`src/rtl/fma_pkg.sv`:
```
// fma_pkg: shared types, limits and FSM states for the FMA dot-product sequencer
package fma_pkg;
  typedef logic [31:0] w_t;
  typedef logic [15:0] opr_t;
  typedef struct packed {
    opr_t m;
    opr_t x;
    opr_t c;
  } trip_t;
  localparam int LEN_W = 5;
  localparam int MAX_LEN = 16;
  typedef enum logic [1:0] {IDLE, LOAD, STREAM, WAIT} state_t;
endpackage

```
`src/rtl/fma_seq_fifo.sv`:
```
// fma_seq_fifo: count-based operand FIFO with simultaneous push/pop
//   push_i/din_i  write one triple (caller guarantees !full_o)
//   pop_i         drop the head (caller guarantees !empty_o)
//   head_o        current head, zero when empty
//   full_o/empty_o occupancy flags
module fma_seq_fifo
  import fma_pkg::*;
#(
  parameter int DEPTH = 4
) (
  input  logic  clk,
  input  logic  rst_n,
  input  logic  push_i,
  input  logic  pop_i,
  input  trip_t din_i,
  output trip_t head_o,
  output logic  full_o,
  output logic  empty_o
);
  localparam int AW = $clog2(DEPTH);
  trip_t mem_q [DEPTH];
  logic [AW-1:0] wp_q, rp_q;
  logic [AW:0] cnt_q;
  assign full_o = cnt_q == (AW+1)'(DEPTH);
  assign empty_o = cnt_q == '0;
  assign head_o = empty_o ? '0 : mem_q[rp_q];
  always_ff @(posedge clk)
    if (push_i) mem_q[wp_q] <= din_i;
  always_ff @(posedge clk or negedge rst_n)
    if (!rst_n) begin
      wp_q <= '0;
      rp_q <= '0;
      cnt_q <= '0;
    end else begin
      if (push_i) wp_q <= wp_q + AW'(1);
      if (pop_i) rp_q <= rp_q + AW'(1);
      cnt_q <= cnt_q + (AW+1)'(push_i) - (AW+1)'(pop_i);
    end
endmodule

```
`src/rtl/fma_dot_sequencer.sv`:
```
// fma_dot_sequencer: sequences one accumulator load and N operand passes into an external FMA, then returns its sum
//   cmd_*      command in (len beats, accumulator seed)
//   opr_*      operand triples in, buffered in fma_seq_fifo
//   fma_*      drive the FMA load and operand ports, fma_y is its accumulated sum
//   res_*      result out, held until accepted
//   busy       FSM not idle
//   stall_cnt  STREAM cycles with empty buffer, present only with FMA_SEQ_STALL_CNT_EN
module fma_dot_sequencer
  import fma_pkg::*;
#(
  parameter int OPR_DEPTH = 4
) (
  input  logic             clk,
  input  logic             rst_n,
  input  logic             cmd_vld,
  output logic             cmd_rdy,
  input  logic [LEN_W-1:0] cmd_len,
  input  w_t               cmd_init,
  input  logic             opr_vld,
  output logic             opr_rdy,
  input  opr_t             opr_m,
  input  opr_t             opr_x,
  input  opr_t             opr_c,
  output logic             fma_cntrl_load,
  output w_t               fma_cntrl_init,
  output logic             fma_pass,
  output opr_t             fma_m,
  output opr_t             fma_x,
  output opr_t             fma_c,
  input  w_t               fma_y,
  output logic             res_vld,
  input  logic             res_rdy,
  output w_t               res_y,
  output logic             busy
`ifdef FMA_SEQ_STALL_CNT_EN
  ,
  output logic [15:0]      stall_cnt
`endif
);
  state_t state_q;
  logic [LEN_W-1:0] cnt_q, len_d;
  w_t init_q, res_y_q;
  logic load_q, res_vld_q, res_vld_d, full, empty, accept;
  trip_t head;
  assign len_d = cmd_len > LEN_W'(MAX_LEN) ? LEN_W'(MAX_LEN) : cmd_len;
  assign cmd_rdy = state_q == IDLE && (!res_vld_q || res_rdy);
  assign accept = cmd_vld && cmd_rdy;
  assign fma_pass = state_q == STREAM && !empty;
  // a WAIT capture wins over a same-cycle drain of the previous result
  assign res_vld_d = state_q == WAIT || (res_vld_q && !res_rdy);
  assign opr_rdy = !full;
  assign busy = state_q != IDLE;
  assign fma_cntrl_load = load_q;
  assign fma_cntrl_init = init_q;
  assign res_vld = res_vld_q;
  assign res_y = res_y_q;
  assign {fma_m, fma_x, fma_c} = head;
  fma_seq_fifo #(.DEPTH(OPR_DEPTH)) u_fifo (
    .clk    (clk),
    .rst_n  (rst_n),
    .push_i (opr_vld && opr_rdy),
    .pop_i  (fma_pass),
    .din_i  ('{m: opr_m, x: opr_x, c: opr_c}),
    .head_o (head),
    .full_o (full),
    .empty_o(empty)
  );
  always_ff @(posedge clk or negedge rst_n)
    if (!rst_n) begin
      state_q <= IDLE;
      cnt_q <= '0;
      init_q <= '0;
      load_q <= 1'b0;
      res_vld_q <= 1'b0;
      res_y_q <= '0;
    end else begin
      res_vld_q <= res_vld_d;
      load_q <= accept;
      case (state_q)
        IDLE: if (accept) begin
          state_q <= LOAD;
          cnt_q <= len_d;
          init_q <= cmd_init;
        end
        LOAD: state_q <= cnt_q == '0 ? WAIT : STREAM;
        STREAM: if (fma_pass) begin
          cnt_q <= cnt_q - LEN_W'(1);
          if (cnt_q == LEN_W'(1)) state_q <= WAIT;
        end
        WAIT: begin
          state_q <= IDLE;
          res_y_q <= fma_y;
        end
        default: state_q <= IDLE;
      endcase
    end
`ifdef FMA_SEQ_STALL_CNT_EN
  always_ff @(posedge clk or negedge rst_n)
    if (!rst_n) stall_cnt <= '0;
    else if (accept) stall_cnt <= '0;
    else if (state_q == STREAM && empty && stall_cnt != 16'hFFFF) stall_cnt <= stall_cnt + 16'd1;
`endif
endmodule

```
`config.mk`:
```
export PLATFORM = sky130hd
export DESIGN_NAME = fma_dot_sequencer
export DESIGN_NICKNAME = d
export VERILOG_FILES = /design/src/rtl/fma_pkg.sv /design/src/rtl/fma_seq_fifo.sv /design/src/rtl/fma_dot_sequencer.sv
export SDC_FILE = /design/constraint.sdc
export NUM_CORES = 1
export LEC_CHECK = 0
export ABC_AREA = 1
export BUFFER_PORTS_ARGS = -buffer_cell sky130_fd_sc_hd__clkbuf_2
export CAP_MARGIN = 20
export CORE_ASPECT_RATIO = 0.9
export CORE_MARGIN = 2
export CORE_UTILIZATION = 49
export CTS_CLUSTER_DIAMETER = 150
export CTS_CLUSTER_SIZE = 25
export DETAILED_ROUTE_END_ITERATION = 16
export GPL_ROUTABILITY_DRIVEN = 0
export PLACE_DENSITY = 0.81
export SYNTH_ARGS = -nofsm -noshare
export SYNTH_HDL_FRONTEND = slang
export SYNTH_SLANG_ARGS = --single-unit
```
`constraint.sdc`:
```
create_clock -name clk -period 2.83 [get_ports clk]
set_input_delay 0.1415 -clock clk [delete_from_list [all_inputs] [get_ports clk]]
set_output_delay 0.1415 -clock clk [all_outputs]
set_load 0.03 [all_outputs]
```
Yosys cells after proc, flatten, opt, wreduce, memory -nomap -nowiden
Memory sizes are Yosys's and may differ from the RTL's.
Index checks and enable logic that the tools add are counted.
{"block": "totals", "register_bits": 80, "ramBits": 192, "in_bits": 122, "output_inout_bits": 118, "elab_cells": 55, "mem_count": 1}
{"block": "op_classes", "n_addsub": 5, "order_cmp": 1, "n_eq_ne": 8, "n_mux": 12, "n_reduce_logical": 19}
{"memory": "u_fifo.mem_q", "depth": 4, "word_bits": 48, "read_ports": 1, "rd_clocked_by_memory_dff": 0, "wr": 1, "line": "fma_seq_fifo.sv:21", "text": "trip_t mem_q [DEPTH];"}
{"op": "$mux 48", "n": 1}
{"op": "$mux 5", "n": 3}
{"op": "$pmux 5 s2", "n": 1}
{"op": "$pmux 2 s4", "n": 1}
{"op": "$mux 2", "n": 3}
{"op": "$reduce_and 3->1", "n": 2}
{"op": "$eq 5x1->1 const B", "n": 1}
{"op": "$gt 5x5->1 const B", "n": 1}
{"op": "$logic_and 1x1->1", "n": 5}
{"op": "$logic_not 5->1", "n": 1}
{"op": "$sub 5x1->5 const B", "n": 1}
{"op": "$add 2x1->2 const B", "n": 2}
{"op": "$eq 2x2->1 const B", "n": 2}
{"op": "$logic_not 1->1", "n": 4}
{"op": "$ne 2x1->1 const B", "n": 2}
{"op": "$reduce_bool 2->1", "n": 2}
{"op": "$add 3x1->3", "n": 1}
{"op": "$eq 3x3->1 const B", "n": 1}
{"op": "$logic_not 3->1", "n": 1}
{"op": "$mux 1", "n": 3}
{"op": "$sub 3x1->3", "n": 1}
{"op": "$eq 2x1->1 const B", "n": 1}
{"op": "$logic_not 2->1", "n": 1}
{"op": "$logic_or 1x1->1", "n": 2}
{"op": "other kinds (2)", "n": 2}

Longest topological paths before layout
{"block": "depth", "word_depth": 6, "mapped_depth": 10}

Modules after synthesis
Synthesis repeated with hierarchy kept, for this count alone.
{"block": "hier_totals", "cells_unflattened": 1087, "hier_area_um2": 11554.8}
{"module": "fma_seq_fifo", "n_inst": 1, "cells_per_inst": 800, "area_each_um2": 8552.0}
{"module": "fma_dot_sequencer", "n_inst": 1, "cells_per_inst": 287, "area_each_um2": 3002.9}

Worst setup path before layout
Ideal clock, no wire load.
{"block": "synth_path", "path_kind": "register to register", "start": "register u_fifo.cnt_q[0]", "end": "memory u_fifo.mem_q[0][0] (netlist bit), enable pin", "setup_time_ns": 0.454, "t_arrival_ns": 2.926, "t_required_ns": 2.376, "path_slack_ns": -0.550, "stages_incl_launch_ff": 5, "period_less_slack_ns": 3.380, "path_cell_list": "dfrtp_1 inv_1 nand3_1 nand2_2 nor2_1"}
{"block": "synth_via", "elab_chain_len": 5}
{"element": "start, declared", "line": "fma_seq_fifo.sv:23", "text": "logic [AW:0] cnt_q;"}
{"element": "start signal, assigned", "line": "fma_seq_fifo.sv:37", "text": "cnt_q <= cnt_q + (AW+1)'(push_i) - (AW+1)'(pop_i);"}
{"element": "$eq 3x3->1", "line": "fma_seq_fifo.sv:24", "text": "assign full_o = cnt_q == (AW+1)'(DEPTH);"}
{"element": "$logic_not 1->1", "line": "fma_dot_sequencer.sv:51", "text": "assign opr_rdy = !full;"}
{"element": "named net opr_rdy", "line": "fma_dot_sequencer.sv:20", "text": "output logic opr_rdy,"}
{"element": "$logic_and 1x1->1", "line": "fma_dot_sequencer.sv:61", "text": ".push_i (opr_vld && opr_rdy),"}
{"element": "$mux 1", "line": "fma_seq_fifo.sv:28", "text": "if (push_i) mem_q[wp_q] <= din_i;"}
{"element": "$mux 1 (implied by the code)", "line": "fma_seq_fifo.sv:28"}
{"element": "end, declared", "line": "fma_seq_fifo.sv:21"}
The timed path passes the listed nets, and every way through them passes these cells.

Final worst setup path
{"block": "layout_path", "start": "register u_fifo.rp_q[0]", "end": "output fma_m[12]"}
{"block": "layout_via", "elab_chain_len": 2}
{"element": "start, declared", "line": "fma_seq_fifo.sv:22", "text": "logic [AW-1:0] wp_q, rp_q;"}
{"element": "start signal, assigned", "line": "fma_seq_fifo.sv:36", "text": "if (pop_i) rp_q <= rp_q + AW'(1);"}
{"element": "$mem_v2 4x48"}
{"element": "$mux 48", "line": "fma_seq_fifo.sv:26", "text": "assign head_o = empty_o ? '0 : mem_q[rp_q];"}
{"element": "end, declared", "line": "fma_dot_sequencer.sv:27", "text": "output opr_t fma_m,"}
Every way passes these cells.

==> qor.json <==
{
  "unrepaired_setup_endpoints_after_global_routing": {"value": "no"},
  "layout.cells.most_common": {"value": "sky130_fd_sc_hd__clkbuf_2"},
  "antenna_cells_inserted": {"value": 0},
  "nNetsFinal": {"value": 1369},
  "critical_path_source_type": {"value": "register"},
  "postSynthRegisterBits": {"value": 272},
  "post_cts.resized_instances": {"value": 0},
  "routed_len_inst": {"value": 17.3, "unit": "um"},
  "critical_path.n_buffers_inverters": {"value": 3},
  "clk_pin_slew": {"value": 0.11, "unit": "ns"},
  "cpLargestDelayFamily": {"value": "buffers and inverters"},
  "finalWorstPathRequiredPeriod": {"value": 2.57, "unit": "ns"},
  "antenna_found_initial": {"value": 1},
  "detailedPlacementHpwl": {"value": 14700, "unit": "um"},
  "cts_tree": {"value": "built"},
  "io_pins": {"value": 240},
  "max_freq": {"value": 388, "unit": "MHz"},
  "floorplan.initialDensity": {"value": 50.1, "unit": "%"},
  "cellLeakagePower": {"value": 5.82, "unit": "nW"},
  "critical-path-max-stage-delay": {"value": 0.65, "unit": "ns"},
  "ant_nets": {"value": 0},
  "setup-tns-final": {"value": 0, "unit": "ns"},
  "totalWireLength": {"value": 26500, "unit": "um"},
  "critical_path_arrival": {"value": 2.43, "unit": "ns"},
  "placedCellCount": {"value": 1392},
  "drt_iter0_drcs": {"value": 600},
  "route.vias.total": {"value": 7830},
  "cellPowerDensity": {"value": 1130, "unit": "nW/um2"},
  "port_bufs": {"value": 239},
  "synth_sequential_area_ratio": {"value": 71.4, "unit": "%"},
  "number_of_buffers_on_the_longest_clock_path": {"value": 3},
  "crit_path_top_delay_cell": {"value": "sky130_fd_sc_hd__dfrtp_4"},
  "placement_row_count": {"value": 51},
  "finalCoreUtilization": {"value": 64.3, "unit": "%"},
  "track_usage": {"value": 22.5, "unit": "%"},
  "coreArea": {"value": 21700, "unit": "um2"},
  "period_share": {"value": 91.0, "unit": "%"},
  "design_power_total": {"value": 0.0158, "unit": "W"},
  "clock_latency": {"value": 0.49, "unit": "ns"},
  "synth.net_count": {"value": 1029},
  "tritoncts.num_buffers": {"value": 14},
  "synth_cells": {"value": 894},
  "grt_pass1_wl": {"value": 42000, "unit": "um"},
  "syn_avg_cell_area": {"value": 12.2, "unit": "um2"},
  "worst_slew_pin_slew": {"value": 0.769, "unit": "ns"},
  "worstSetupPathType": {"value": "register to output port"},
  "max_cap_violations": {"value": 0},
  "area_growth_syn_to_layout": {"value": 28.2, "unit": "%"},
  "drive_gt1_share": {"value": 26.1, "unit": "%"},
  "fp.dieH": {"value": 145, "unit": "um"},
  "status": {"value": "finished, final reports clean"},
  "design.die.area": {"value": 23400, "unit": "um2"},
  "drv_slew": {"value": 0},
  "grt_max_degree": {"value": 81},
  "worstHoldPathType": {"value": "input pin to async pin"},
  "timing.critical_path.required": {"value": 2.69, "unit": "ns"},
  "grt_pass1_vias": {"value": 8130},
  "first_pass_iteration_count_of_the_detailed_router": {"value": 4},
  "cp_cell_sequence": {"value": "inv_4 -> buf_4 -> o21ai_0 -> a21oi_1 -> clkbuf_2"},
  "timing.final.setup_violations": {"value": 0},
  "mappedNetlistArea": {"value": 10900, "unit": "um2"},
  "cts_max_level": {"value": 1},
  "max-vdd-ir-drop": {"value": 799, "unit": "uV"},
  "die_width": {"value": 161, "unit": "um"},
  "max_slew_margin": {"value": 48.6, "unit": "%"},
  "layout_common_cells": {"value": "sky130_fd_sc_hd__clkbuf_2 (238), sky130_fd_sc_hd__nor2_1 (202), sky130_fd_sc_hd__edfxtp_1 (192), sky130_fd_sc_hd__nand2_1 (118), sky130_fd_sc_hd__dlygate4sd3_1 (116)"},
  "drt-vias-per-instance": {"value": 5.11},
  "synth-warning-count": {"value": 0},
  "finalHoldViolCount": {"value": 0},
  "globalRoute.totalOverflow": {"value": 0},
  "remaining_drc_errors": {"value": 0},
  "cts_root_buf": {"value": "sky130_fd_sc_hd__clkbuf_16"},
  "finClkSkew": {"value": 0.0180, "unit": "ns"},
  "timing.critical_path.fanout_max": {"value": 45},
  "cts_sinks": {"value": 272},
  "worstSetupEndpointType": {"value": "output port"},
  "stdcell_count": {"value": 1533},
  "yosysUniqueCellTypes": {"value": 29}
}
## through the flow
stage | hold slack (ns) | cell area [um2] | worst slack [ns]
after detailed placement | 0.343 | 12300 | 0.649
after global routing | 0.0529 | 13900 | 0.108
after CTS | 0.0160 | 13900 | 0.236
final | 0.0565 | 13900 | 0.256
after floorplan | -0.154 | 10900 | -0.550
after global placement | 0.334 | 12300 | 0.714
## where the power goes
| group | internal, W | switching [W] |
|---|---|---|
| Combinational | 0.00228 | 0.00536 |
| Sequential | 0.00545 | 0.000536 |
| Clock | 0.000998 | 0.00119 |
## state kept, by name (all words and copies together), names as in the netlist
name / cells
fma_cntrl_init: 32
u_fifo.cnt_q: 3
cnt_q: 5
res_y: 32
fma_cntrl_load: 1
u_fifo.rp_q: 2
u_fifo.wp_q: 2
state_q: 2
res_vld: 1
u_fifo.mem_q: 192
## synthesized netlist by cell type
cell type                  count  area (um2)
sky130_fd_sc_hd__edfxtp_1    192        5770
sky130_fd_sc_hd__nand3b_1      1        7.51
sky130_fd_sc_hd__or2_2         1        6.26
sky130_fd_sc_hd__inv_2         5        18.8
sky130_fd_sc_hd__buf_2        17        85.1
sky130_fd_sc_hd__o21ai_2       1        8.76
sky130_fd_sc_hd__xor2_1        4        35.0
sky130_fd_sc_hd__inv_4         1        6.26
sky130_fd_sc_hd__o21ai_0      68         340
sky130_fd_sc_hd__nand3_2       2        20.0
sky130_fd_sc_hd__buf_6        11         124
sky130_fd_sc_hd__nor2_2        1        6.26
sky130_fd_sc_hd__buf_4         7        52.6
sky130_fd_sc_hd__nand2_1     118         443
sky130_fd_sc_hd__ha_1         12         150
sky130_fd_sc_hd__clkbuf_1     13        48.8
sky130_fd_sc_hd__nor2_1      206         773
sky130_fd_sc_hd__o21ai_1      33         165
sky130_fd_sc_hd__a21boi_0      1        7.51
sky130_fd_sc_hd__dfrtp_1      80        2000
sky130_fd_sc_hd__nand2_2       2        12.5
sky130_fd_sc_hd__fa_1          1        20.0
sky130_fd_sc_hd__nand4_1       3        18.8
sky130_fd_sc_hd__xnor2_1       1        8.76
sky130_fd_sc_hd__nand4_2       1        12.5
sky130_fd_sc_hd__mux2_2       32         360
sky130_fd_sc_hd__nand3_1       5        25.0
sky130_fd_sc_hd__inv_1        22        82.6
sky130_fd_sc_hd__a21oi_1      53         265
## final timing paths
path	start	endpoint	slack, ns	cells after the start
setup reg to reg	state_q[0]	u_fifo.cnt_q[2]	0.64	9
min in group clk	cmd_len[2]	cnt_q[2]	0.06	4
hold reg to reg	fma_cntrl_init[31]	fma_cntrl_init[31]	0.49	2
setup / recovery	u_fifo.rp_q[0]	fma_m[12]	0.26	5
max in group asynchronous	rst_n	u_fifo.rp_q[1]	2.19	3
hold / removal	rst_n	res_y[0]	0.06	2
## metal layers
| metal | global-route usage, % | share of wire (%) | routed length [um] |
|---|---|---|---|
| met2 | 38.3 | 49 | 12900 |
| met1 | 28.7 | 41 | 10800 |
| met4 | 6.92 | 2.7 | 722 |
| met5 | 0 | 0.049 | 13 |
| met3 | 5.20 | 7.7 | 2050 |
## cell families after synthesis
logic type | synth area share (%)
buffers and inverters | 3.84
XOR/XNOR | 0.403
multiplexers | 3.31
adder cells (fa/ha/maj) | 1.57
flip-flops | 71.4
AO/OA/AOI/OAI | 7.24
AND/OR/NAND/NOR | 12.2
## cell type report
| class | count | area (um2) |
|---|---|---|
| clock inverter | 1 | 5.00 |
| clock buffer | 23 | 405 |
| timing repair buffer | 372 | 2570 |
| inverter | 28 | 108 |
| fill | 1570 | 7750 |
| multi-input combinational | 546 | 2720 |
| tap | 291 | 364 |
| sequential | 272 | 7770 |
## what timing repair did
item | CTS | global route
endpoints found under the hold margin | 339 | 0
setup endpoints to repair | 0 | 0
setup buffers | 0 | 0
hold buffers | 116 | 0
Power figures use the tool's default switching activity.
